<file path="src/rtl/jtag_dtm_if.sv">
// DMI request/response bus between the JTAG DTM (master) and the debug module (slave).
interface jtag_dtm_if;
  logic        dmi_valid;
  logic        dmi_ready;
  logic        dmi_write;
  logic [6:0]  dmi_addr;
  logic [31:0] dmi_wdata;
  logic [31:0] dmi_rdata;

  modport master (
    output dmi_valid, dmi_write, dmi_addr, dmi_wdata,
    input  dmi_ready, dmi_rdata
  );

  modport slave (
    input  dmi_valid, dmi_write, dmi_addr, dmi_wdata,
    output dmi_ready, dmi_rdata
  );
endinterface

</file>
<file path="src/rtl/jtag_dtm.sv">
// RISC-V style JTAG debug transport module: oversampled TAP, IR/DR chains and a DMI request port,
// entirely in the clk domain.
module jtag_dtm #(
  parameter logic [31:0] IDCODE = 32'h1000_0001,
  parameter int          SYNC   = 2
) (
  input  logic      clk,
  input  logic      resetn,
  input  logic      tck,
  input  logic      tms,
  input  logic      tdi,
  output logic      tdo,
  jtag_dtm_if.master dmi
);

  typedef enum logic [3:0] {
    TLR, RTI,
    SEL_DR, CAP_DR, SH_DR, EX1_DR, PAU_DR, EX2_DR, UPD_DR,
    SEL_IR, CAP_IR, SH_IR, EX1_IR, PAU_IR, EX2_IR, UPD_IR
  } tap_e;

  localparam logic [1:0] SEL_BYP = 2'd0, SEL_ID = 2'd1, SEL_CS = 2'd2, SEL_DMI = 2'd3;

  logic [SYNC-1:0] tck_sync_q, tck_sync_d, tms_sync_q, tms_sync_d, tdi_sync_q, tdi_sync_d;
  logic            tck_prev_q, tck_prev_d;
  tap_e            tap_q, tap_d, tap_next;
  logic [4:0]      ir_q, ir_d, ir_shift_q, ir_shift_d;
  logic [40:0]     dr_shift_q, dr_shift_d;
  logic            tdo_q, tdo_d;
  logic            dmi_valid_q, dmi_valid_d, dmi_write_q, dmi_write_d;
  logic [6:0]      dmi_addr_q, dmi_addr_d;
  logic [31:0]     dmi_wdata_q, dmi_wdata_d, last_rdata_q, last_rdata_d;
  logic [1:0]      dmistat_q, dmistat_d;

  logic tck_s, tms_s, tdi_s, tck_rise, tck_fall;
  logic capture_dr, shift_dr, update_dr, capture_ir, shift_ir, update_ir, in_tlr, in_shift_ir, in_shift_dr;
  logic [1:0]  dr_sel, dmi_status, dmi_op;
  logic [31:0] dtmcs_cap;

  always_comb begin
    tck_sync_d = {tck_sync_q[SYNC-2:0], tck};
    tms_sync_d = {tms_sync_q[SYNC-2:0], tms};
    tdi_sync_d = {tdi_sync_q[SYNC-2:0], tdi};
    tck_s      = tck_sync_q[SYNC-1];
    tms_s      = tms_sync_q[SYNC-1];
    tdi_s      = tdi_sync_q[SYNC-1];
    tck_prev_d = tck_s;
    tck_rise   = tck_s & ~tck_prev_q;
    tck_fall   = ~tck_s & tck_prev_q;
  end

  // TAP state register: advances only on a synchronized rising tck.
  always_ff @(posedge clk) begin
    if (!resetn) tap_q <= TLR;
    else         tap_q <= tap_d;
  end

  always_comb begin
    tap_next = tap_q;
    case (tap_q)
      TLR:     tap_next = tms_s ? TLR    : RTI;
      RTI:     tap_next = tms_s ? SEL_DR : RTI;
      SEL_DR:  tap_next = tms_s ? SEL_IR : CAP_DR;
      CAP_DR:  tap_next = tms_s ? EX1_DR : SH_DR;
      SH_DR:   tap_next = tms_s ? EX1_DR : SH_DR;
      EX1_DR:  tap_next = tms_s ? UPD_DR : PAU_DR;
      PAU_DR:  tap_next = tms_s ? EX2_DR : PAU_DR;
      EX2_DR:  tap_next = tms_s ? UPD_DR : SH_DR;
      UPD_DR:  tap_next = tms_s ? SEL_DR : RTI;
      SEL_IR:  tap_next = tms_s ? TLR    : CAP_IR;
      CAP_IR:  tap_next = tms_s ? EX1_IR : SH_IR;
      SH_IR:   tap_next = tms_s ? EX1_IR : SH_IR;
      EX1_IR:  tap_next = tms_s ? UPD_IR : PAU_IR;
      PAU_IR:  tap_next = tms_s ? EX2_IR : PAU_IR;
      EX2_IR:  tap_next = tms_s ? UPD_IR : SH_IR;
      UPD_IR:  tap_next = tms_s ? SEL_DR : RTI;
      default: tap_next = TLR;
    endcase
    tap_d = tck_rise ? tap_next : tap_q;
  end

  // Capture/shift act on the rising edge that leaves the state; update acts on the falling edge inside it.
  always_comb begin
    in_tlr      = (tap_q == TLR);
    in_shift_ir = (tap_q == SH_IR);
    in_shift_dr = (tap_q == SH_DR);
    capture_dr  = tck_rise && (tap_q == CAP_DR);
    shift_dr    = tck_rise && in_shift_dr;
    capture_ir  = tck_rise && (tap_q == CAP_IR);
    shift_ir    = tck_rise && in_shift_ir;
    update_dr   = tck_fall && (tap_q == UPD_DR);
    update_ir   = tck_fall && (tap_q == UPD_IR);
  end

  always_comb begin
    case (ir_q)
      5'h01:   dr_sel = SEL_ID;
      5'h10:   dr_sel = SEL_CS;
      5'h11:   dr_sel = SEL_DMI;
      default: dr_sel = SEL_BYP;
    endcase
    dmi_status = (dmi_valid_q || dmistat_q == 2'd3) ? 2'd3 : 2'd0;
    dtmcs_cap  = {14'b0, 1'b0, 1'b0, 1'b0, 3'd1, dmistat_q, 6'd7, 4'd1};
    dmi_op     = dr_shift_q[1:0];
  end

  always_comb begin
    ir_shift_d = ir_shift_q;
    if (capture_ir)    ir_shift_d = 5'b00001;
    else if (shift_ir) ir_shift_d = {tdi_s, ir_shift_q[4:1]};
    ir_d = ir_q;
    if (in_tlr)         ir_d = 5'h01;
    else if (update_ir) ir_d = ir_shift_q;

    // One shared chain; the selected register's MSB is where tdi enters.
    dr_shift_d = dr_shift_q;
    if (capture_dr) begin
      case (dr_sel)
        SEL_ID:  dr_shift_d = {9'b0, IDCODE};
        SEL_CS:  dr_shift_d = {9'b0, dtmcs_cap};
        SEL_DMI: dr_shift_d = {dmi_addr_q, last_rdata_q, dmi_status};
        default: dr_shift_d = 41'b0;
      endcase
    end else if (shift_dr) begin
      case (dr_sel)
        SEL_ID, SEL_CS: dr_shift_d = {9'b0, tdi_s, dr_shift_q[31:1]};
        SEL_DMI:        dr_shift_d = {tdi_s, dr_shift_q[40:1]};
        default:        dr_shift_d = {40'b0, tdi_s};
      endcase
    end

    tdo_d = tdo_q;
    if (tck_fall) begin
      if (in_shift_ir)      tdo_d = ir_shift_q[0];
      else if (in_shift_dr) tdo_d = dr_shift_q[0];
      else                  tdo_d = 1'b0;
    end
  end

  always_comb begin
    dmi_valid_d  = dmi_valid_q;
    dmi_write_d  = dmi_write_q;
    dmi_addr_d   = dmi_addr_q;
    dmi_wdata_d  = dmi_wdata_q;
    last_rdata_d = last_rdata_q;
    dmistat_d    = dmistat_q;
    if (dmi_valid_q && dmi.dmi_ready) begin
      dmi_valid_d = 1'b0;
      if (!dmi_write_q) last_rdata_d = dmi.dmi_rdata;
    end
    if (update_dr && dr_sel == SEL_DMI && (dmi_op == 2'd1 || dmi_op == 2'd2)) begin
      if (dmi_valid_q || dmistat_q == 2'd3) begin
        dmistat_d = 2'd3;
      end else begin
        dmi_valid_d = 1'b1;
        dmi_addr_d  = dr_shift_q[40:34];
        dmi_wdata_d = dr_shift_q[33:2];
        dmi_write_d = (dmi_op == 2'd2);
      end
    end
    if (update_dr && dr_sel == SEL_CS) begin
      if (dr_shift_q[16] || dr_shift_q[17]) dmistat_d = 2'd0;
      if (dr_shift_q[17])                   dmi_valid_d = 1'b0;
    end
  end

  always_ff @(posedge clk) begin
    if (!resetn) begin
      tck_sync_q   <= '0;
      tms_sync_q   <= '0;
      tdi_sync_q   <= '0;
      tck_prev_q   <= 1'b0;
      ir_q         <= 5'h01;
      ir_shift_q   <= 5'b0;
      dr_shift_q   <= 41'b0;
      tdo_q        <= 1'b0;
      dmi_valid_q  <= 1'b0;
      dmi_write_q  <= 1'b0;
      dmi_addr_q   <= 7'b0;
      dmi_wdata_q  <= 32'b0;
      last_rdata_q <= 32'b0;
      dmistat_q    <= 2'b0;
    end else begin
      tck_sync_q   <= tck_sync_d;
      tms_sync_q   <= tms_sync_d;
      tdi_sync_q   <= tdi_sync_d;
      tck_prev_q   <= tck_prev_d;
      ir_q         <= ir_d;
      ir_shift_q   <= ir_shift_d;
      dr_shift_q   <= dr_shift_d;
      tdo_q        <= tdo_d;
      dmi_valid_q  <= dmi_valid_d;
      dmi_write_q  <= dmi_write_d;
      dmi_addr_q   <= dmi_addr_d;
      dmi_wdata_q  <= dmi_wdata_d;
      last_rdata_q <= last_rdata_d;
      dmistat_q    <= dmistat_d;
    end
  end

  assign tdo           = tdo_q;
  assign dmi.dmi_valid = dmi_valid_q;
  assign dmi.dmi_write = dmi_write_q;
  assign dmi.dmi_addr  = dmi_addr_q;
  assign dmi.dmi_wdata = dmi_wdata_q;

endmodule

</file>
<file path="src/flat_wrapper.sv">
// flat-port wrapper written by rule: the top's interface ports become plain ports
module jtag_dtm_flat 
#(
  parameter logic [31:0] IDCODE = 32'h1000_0001,
  parameter int          SYNC   = 2
)
  (clk, resetn, tck, tms, tdi, tdo, dmi_dmi_valid, dmi_dmi_write, dmi_dmi_addr, dmi_dmi_wdata, dmi_dmi_ready, dmi_dmi_rdata);
  jtag_dtm_if dmi_i ();
  input  logic clk;
  input  logic resetn;
  input  logic tck;
  input  logic tms;
  input  logic tdi;
  output logic tdo;
  output wire logic [$bits(dmi_i.dmi_valid)-1:0] dmi_dmi_valid;
  output wire logic [$bits(dmi_i.dmi_write)-1:0] dmi_dmi_write;
  output wire logic [$bits(dmi_i.dmi_addr)-1:0] dmi_dmi_addr;
  output wire logic [$bits(dmi_i.dmi_wdata)-1:0] dmi_dmi_wdata;
  input wire logic [$bits(dmi_i.dmi_ready)-1:0] dmi_dmi_ready;
  input wire logic [$bits(dmi_i.dmi_rdata)-1:0] dmi_dmi_rdata;
  assign dmi_dmi_valid = dmi_i.dmi_valid;
  assign dmi_dmi_write = dmi_i.dmi_write;
  assign dmi_dmi_addr = dmi_i.dmi_addr;
  assign dmi_dmi_wdata = dmi_i.dmi_wdata;
  assign dmi_i.dmi_ready = dmi_dmi_ready;
  assign dmi_i.dmi_rdata = dmi_dmi_rdata;
  jtag_dtm #(.IDCODE(IDCODE), .SYNC(SYNC)) u_core (.clk(clk), .resetn(resetn), .tck(tck), .tms(tms), .tdi(tdi), .tdo(tdo), .dmi(dmi_i));
endmodule
</file>
<file path="config.mk">
export PLATFORM = sky130hd
export DESIGN_NAME = jtag_dtm_flat
export DESIGN_NICKNAME = d
export VERILOG_FILES = /design/src/rtl/jtag_dtm_if.sv /design/src/rtl/jtag_dtm.sv /design/src/flat_wrapper.sv
export SDC_FILE = /design/constraint.sdc
export NUM_CORES = 1
export LEC_CHECK = 0
export ABC_AREA = 1
export CAP_MARGIN = 25
export CORE_ASPECT_RATIO = 0.6
export CORE_MARGIN = 2
export CORE_UTILIZATION = 31
export DETAILED_ROUTE_END_ITERATION = 12
export SLEW_MARGIN = 40
export SYNTH_ARGS = -nofsm -noshare
export SYNTH_HDL_FRONTEND = slang
export SYNTH_SLANG_ARGS = --single-unit
</file>
<file path="constraint.sdc">
create_clock -name clk -period 1.91 [get_ports clk]
set_clock_uncertainty 0.05 [all_clocks]
set_input_delay 0.4775 -clock clk [delete_from_list [all_inputs] [get_ports clk]]
set_output_delay 0.4775 -clock clk [all_outputs]
set_load 0.02 [all_outputs]
</file>
==> qor.txt, run 1 <==
Switch share = 22.8%
N_diodes = 0
Internal power = 4790 uW
Residual DRC count = 0
VDD IR max = 0.572 mV
Sequential area share after synthesis = 48.6%
Full die area = 0.0195 mm2
Core ar. = 0.0180 mm2
Critical-path cell list = nor2_4 > nand4_1 > nand2_1 > inv_2 > ha_4 > inv_4 > a21oi_4 > buf_6 > clkbuf_16 > nand2_1 > a21oi_1
Endpoints failing setup = 0
Layout cells sized above 1 = 15.2%
TritonCTS Buffers = 17
Flops & latches, synth = 138
RSZ-0062 raised after global routing = yes
Critical path's slowest cell = dfxtp_2
Yosys cell types = 32
Area grow syn2layout = 36.3%
Kind of critical path = flip-flop to flip-flop
DR iter-0 viols = 455
Final wirelength = 16100 um
Largest net degree at the start of global routing = 43
Max-slew headroom at the worst pin = 65.1%
Least-Margin Pin Slew = 0.517 ns
Nets = 919
Clock period minus worst slack = 1.87 ns
Global-route wire length before repair = 25700 um
Syn avg cell area = 7.27 um2
Via count = 5392
P_sw = 1410 uW
IO buf count = 79
Crit share post-route = 98.0%
Overflow after GRT = 0
Fmax = 0.534 GHz
Later-pin clock latency in the skew report = 0.41 ns
Setup TNS = 0 ns
Gate power share = 2.9%
Status = complete, no violations
CTS tree = built
Synth Instances = 782
Crit-path leading delay family = simple AND/OR/NAND/NOR gates
Crit path max fanout = 7
Slowest stage delay, CP = 0.33 ns
Clk buf depth = 2
Hold WS = 0.358 ns
Clock share of power = 50.5%
Worst Hold Class = flip-flop to flip-flop
Die height = 109 um
Syn_nets = 823
Critical Path Sink Type = flip-flop
Die span in x = 179 um
Share of the synthesized area in the top cell type = 48.6%
Lkg Pwr = 0.00382 uW
Drt wl/cell = 14.2 um
GRT Util Overall = 16.9%
RD Place Congestion = 0.853
CP Data Required Time = 2.20 ns
Drt pass-1 iters = 7
Inst Count DP = 1094
Placement row count = 38
Number of fillers in the final layout = 1813
Area of the multi-input gates = 0.00271 mm2
I/O Pins = 80
Detailed placement HPWL = 11000 um
Commonest non-fill, non-tap cell in the layout = nor2_1
Commonest non-fill, non-tap cells in the layout = 171 x nor2_1, 137 x dfxtp_1, 131 x nand2_1
Cell mode on critical path = nand2_1
Share of power burned in registers = 46.6%
Clock tree sinks = 138
Number of vias per cell = 4.77
Pins Over Slew Limit = 0
Synth warn = 0
Netlist Area Pre-Place = 0.00568 mm2
Worst path bufs/invs = 4
DRT antenna net count = 0
Clk pin slew, worst setup/hold paths = 0.06 ns
Endpoints failing hold = 0
Vias in the first global route = 4958
Max_cap viols = 0
Synth top area cells = dfxtp_1 49%, nor2_1 11%, nand2_1 9.6%
Synth area leader = dfxtp_1
Root Driver = clkbuf_16
Register Area = 0.00276 mm2
Starting Density = 31.5%
CP arrival = 2.16 ns
Pwr dens = 801 mW/mm2
H-Tree Depth = 4
Startpoint Class = flip-flop
Final Instance Count excl. Fillers = 1131
Initial antenna violation count = 1
-- synthesized netlist by cell type --
cell      number
nor2_1       173
nand2_1      146
dfxtp_1      138
a21oi_1       83
o21ai_0       72
o21ai_1       40
inv_1         34
clkbuf_1      26
nand3_1       15
buf_2          6
buf_6          6
nor2_2         6
inv_2          5
nand2_2        4
nand4_1        4
ha_1           3
nor2_4         3
buf_4          2
o211ai_1       2
o221ai_1       2
a21o_1         1
a21oi_4        1
a31oi_1        1
clkbuf_2       1
clkinv_1       1
nand3_2        1
nand3_4        1
nand3b_1       1
nor2_8         1
nor3_1         1
nor3_4         1
o21a_1         1
-- metal layers --
metal / global-route usage, % / vias to the layer above / share of wire, %
met5: 0 / - / 0.081
met4: 4.53 / 2 / 0.75
met3: 4.74 / 15 / 8.1
met2: 22.3 / 163 / 37
met1: 26.1 / 2467 / 54
li1: - / 2745 / -
-- cell families (layout without fill, tap and decap cells) --
family,Yosys count,count (layout),synth area share (%)
flip-flops,138,138,48.6
buffers and inverters,81,190,6.43
AO/OA/AOI/OAI,203,203,18.4
AND/OR/NAND/NOR,357,357,25.9
adder cells (fa/ha/maj),3,3,0.661
-- metrics by stage --
| step | total power (uW) | instance area [um2] | setup WS [ns] | utilization, % |
|---|---|---|---|---|
| 2_1_floorplan | 3010 | 5690 | 0.0235 | - |
| 3_3_place_gp | 3140 | 6910 | 0.0724 | 38.3 |
| 3_5_place_dp | 3130 | 6910 | 0.0186 | 38.3 |
| 4_1_cts | 6270 | 7450 | 0.000405 | 41.4 |
| 5_1_grt | 6440 | 7750 | -0.0686 | 43.0 |
| 6_report | 6200 | 7750 | 0.0378 | 43.0 |
-- tightest hold or removal path, delay by kind of cell (launching register included) --
kind	cells	cell delay, ns
and+or+nand+nor	1	0.04
buffers and inverters	1	0.04
DFF	1	0.30
-- power groups by stage --
stage	Sequential, uW	Combinational [uW]	Clock [uW]
detailed placement	2960	178	0
global placement	2960	180	0
CTS	2890	179	3200
finish	2890	179	3130
global route	2890	193	3350
floorplan	2960	59.6	0
-- timing repair --
item / CTS / global route
gates cloned: 0 / 2
hold buffers: 0 / 0
pin swaps: 0 / 8
endpoints found under the hold margin: 0 / 0
endpoints found under the setup margin: 17 / 84
gates resized for setup: 17 / 73
setup buffers: 0 / 3
-- layout make-up --
| class | count | area share [%] |
|---|---|---|
| flip-flops and latches | 138 | 35.7 |
| clock buffers | 17 | 5.49 |
| inverters | 40 | 1.97 |
| clock inverters | 15 | 1.79 |
| repair buffers | 118 | 16.2 |
| well taps | 240 | 3.88 |
| multi-input cells | 563 | 35.0 |
-- registers in the layout, summed over array words and instances, names as in the netlist --
signal                cells
u_core.ir_q               5
u_core.tms_sync_q         2
u_core.last_rdata_q      32
u_core.dmi.dmi_addr       7
u_core.dmistat_q          2
u_core.tck_prev_q         1
u_core.tck_sync_q         2
u_core.dr_shift_q        41
u_core.ir_shift_q         5
u_core.tdi_sync_q         2
u_core.dmi.dmi_valid      1
u_core.tap_q              4
u_core.tdo                1
u_core.dmi.dmi_write      1
u_core.dmi.dmi_wdata     32
-- final timing paths --
kind                                   startpoint                                 to  slack (ns)  depth (start not counted)
setup / recovery      u_core.ir_q[2]$_SDFFE_PP0P_  u_core.dr_shift_q[3]$_SDFFE_PN0P_        0.04                         11
hold / removal    u_core.tms_sync_q[0]$_SDFF_PN0_    u_core.tms_sync_q[1]$_SDFF_PN0_        0.36                          2
setup reg to reg      u_core.ir_q[2]$_SDFFE_PP0P_  u_core.dr_shift_q[3]$_SDFFE_PN0P_        0.04                         11
hold reg to reg   u_core.tms_sync_q[0]$_SDFF_PN0_    u_core.tms_sync_q[1]$_SDFF_PN0_        0.36                          2
Note: power is estimated with default switching activity, not from simulation.
==> inputs of run 2 (changes only) <==
- REMOVE_ABC_BUFFERS: default -> 1
==> run 2 against run 1 <==
Against the previous run: the run now ends with setup timing left; highest routed layer is now met4; critical path depth is 1 lower; flip-flop and latch count stayed put; final area hardly changed; first-iteration DRC count is 2.9% lower; clock power is 5% higher; cell count is 1.1% lower; count of clock-buffer cells in the layout is 2 higher; register-to-register slack worse by 0.05 ns; largest power group unchanged; sequential power hardly changed; non-clock buffer count is 12 lower; combinational power hardly changed.
==> qor.txt, run 2 (same netlist as run 1, synthesis figures left out) <==
TritonCTS Buffers = 17 (unchanged)
Reg with most FFs = u_core.dr_shift_q
Commonest non-fill, non-tap cell in the layout = nor2_1
Clock share of power = 51.8% (+1.3 points)
Die span in x = 179 um (unchanged)
Number of flip-flops in the largest register = 41 (unchanged)
Crit share post-route = 101% (+2.6 points)
Residual DRC count = 0 (unchanged)
Root Driver = clkbuf_16
I/O Pins = 80 (unchanged)
Via count = 5342 (-0.93%)
PnR worst setup slack = -0.0124 ns (-0.0501 ns)
DRT antenna net count = 0 (unchanged)
Starting Density = 31.5% (unchanged)
CP Data Required Time = 2.20 ns (about the same)
Endpoints failing setup = 4 (+4)
Reg2Reg Launch Point = u_core.ir_q[3]$_SDFFE_PP0P_
Startpoint Class = flip-flop
Hold buffer count at CTS = 0 (unchanged)
RD Place Congestion = 0.873 (+2.4%)
Placement row count = 38 (unchanged)
Share of power burned in registers = 45.4% (-1.2 points)
Fmax = 0.520 GHz (-2.6%)
Core ar. = 0.0180 mm2 (unchanged)
Violated checks = setup timing
Detailed placement HPWL = 10100 um (-8.4%)
Max_cap viols = 0 (unchanged)
Pwr dens = 823 mW/mm2 (+2.7%)
Clk pin slew, worst setup/hold paths = 0.06 ns (about the same)
Critical Path Sink Type = flip-flop
Vias in the first global route = 4855 (-2.1%)
Met1 usage = 25.9% (-0.11 points)
Utilization after layout = 43.0% (about the same)
Global-route wire length before repair = 25300 um (-1.7%)
Largest net degree at the start of global routing = 49 (+14%)
Switch share = 22.4% (-0.39 points)
Nets = 907 (-1.3%)
RSZ-0062 raised after global routing = yes
Full die area = 0.0195 mm2 (unchanged)
N_diodes = 0 (unchanged)
Clk buf depth = 2 (unchanged)
CTS tree = built
Worst Hold Class = flip-flop to flip-flop
Place WS = 0.0892 ns (+0.0706 ns)
Crit path max fanout = 7 (unchanged)
Layout cells sized above 1 = 15.7% (+0.55 points)
Later-pin clock latency in the skew report = 0.42 ns (about the same)
Pins Over Slew Limit = 0 (unchanged)
Drt pass-1 iters = 5 (-2)
VDD IR max = 0.537 mV (-6.2%)
DR iter-0 viols = 442 (-2.9%)
Gate power share = 2.8% (about the same)
Kind of critical path = flip-flop to flip-flop
Clock tree sinks = 138 (unchanged)
Overflow after GRT = 0 (unchanged)
Met3 Use GR = 3.56% (-1.2 points)
Least-Margin Pin Slew = 0.500 ns (-0.0175 ns)
Hold WS = 0.364 ns (+0.00571 ns)
Final wirelength = 16500 um (+2.9%)
Initial antenna violation count = 0 (-1)
Drt wl/cell = 14.8 um (+4.0%)
Area grow syn2layout = 36.3% (about the same)
Clock period minus worst slack = 1.92 ns (+0.0501 ns)
Final Power = 6370 uW (+2.7%)
Max-slew headroom at the worst pin = 66.3% (+1.2 points)
CP arrival = 2.22 ns (+0.06 ns)
Lkg Pwr = 0.00379 uW (-0.75%)
P_sw = 1430 uW (+0.88%)
Die height = 109 um (unchanged)
Top Usage Layer GRT = met1
Number of vias per cell = 4.77 (+0.14%)
M2 GR Usage = 22.3% (-0.083 points)
Setup TNS = -0.0350 ns (-0.0350 ns)
Endpoints failing hold = 0 (unchanged)
Hold Startpoint = u_core.tck_sync_q[0]$_SDFF_PN0_
Internal power = 4940 uW (+3.2%)
Status = finished with violations
CP Launch Point = u_core.ir_q[3]$_SDFFE_PP0P_
IO buf count = 79 (unchanged)
Commonest non-fill, non-tap cells in the layout = 171 x nor2_1, 137 x dfxtp_1, 122 x nand2_1
H-Tree Depth = 4 (unchanged)
GRT Util Overall = 16.5% (-0.39 points)
run 2: final timing paths:
check                                 endpoint  slack, ns  cells after the start
max reg2reg  u_core.dr_shift_q[2]$_SDFFE_PN0P_      -0.01                     10
max          u_core.dr_shift_q[2]$_SDFFE_PN0P_      -0.01                     10
min reg2reg    u_core.tck_sync_q[1]$_SDFF_PN0_       0.36                      2
min            u_core.tck_sync_q[1]$_SDFF_PN0_       0.36                      2
run 2: repair_timing:
action | in CTS | in global routing
gates resized for setup | 13 | 88
gates cloned | 0 | 4
endpoints found under the setup margin | 13 | 62
pin swaps | 0 | 28
buffers inserted | 0 | 2
run 2: critical path, cell delays in order, from the launching register on:
cell and delay, ns:
dfxtp_2 0.33, nor2_4 0.14, nand4_1 0.12, nand2_1 0.12, inv_2 0.06, ha_4 0.27
inv_2 0.05, a21oi_4 0.31, clkbuf_16 0.24, nand2_2 0.06, a21oi_2 0.11
run 2: layout make-up:
class / count / area, um2
repair buffers: 106 / 1200
fillers: 1762 / 10300
multi-input cells: 563 / 2740
clock buffers: 19 / 443
well taps: 240 / 300
flip-flops and latches: 138 / 2760
clock inverters: 13 / 143
inverters: 40 / 153
run 2: per-layer routing:
metal,part of all wire (%),wire (um)
met1,55,9030
met5,0,0
met2,38,6370
met4,0.79,131
met3,6.2,1020
run 2: power groups by stage:
stage | Combinational [uW] | Sequential [uW] | Clock, uW
floorplan | 34.8 | 2960 | 0
global placement | 177 | 2960 | 0
detailed placement | 175 | 2960 | 0
CTS | 175 | 2890 | 3340
global route | 189 | 2890 | 3470
finish | 177 | 2890 | 3300
run 2: through the flow:
step	instance area, um2	instances
6_report	7740	1119
3_5_place_dp	6810	1081
3_3_place_gp	6810	1081
2_1_floorplan	5470	741
5_1_grt	7740	1119
4_1_cts	7380	1113
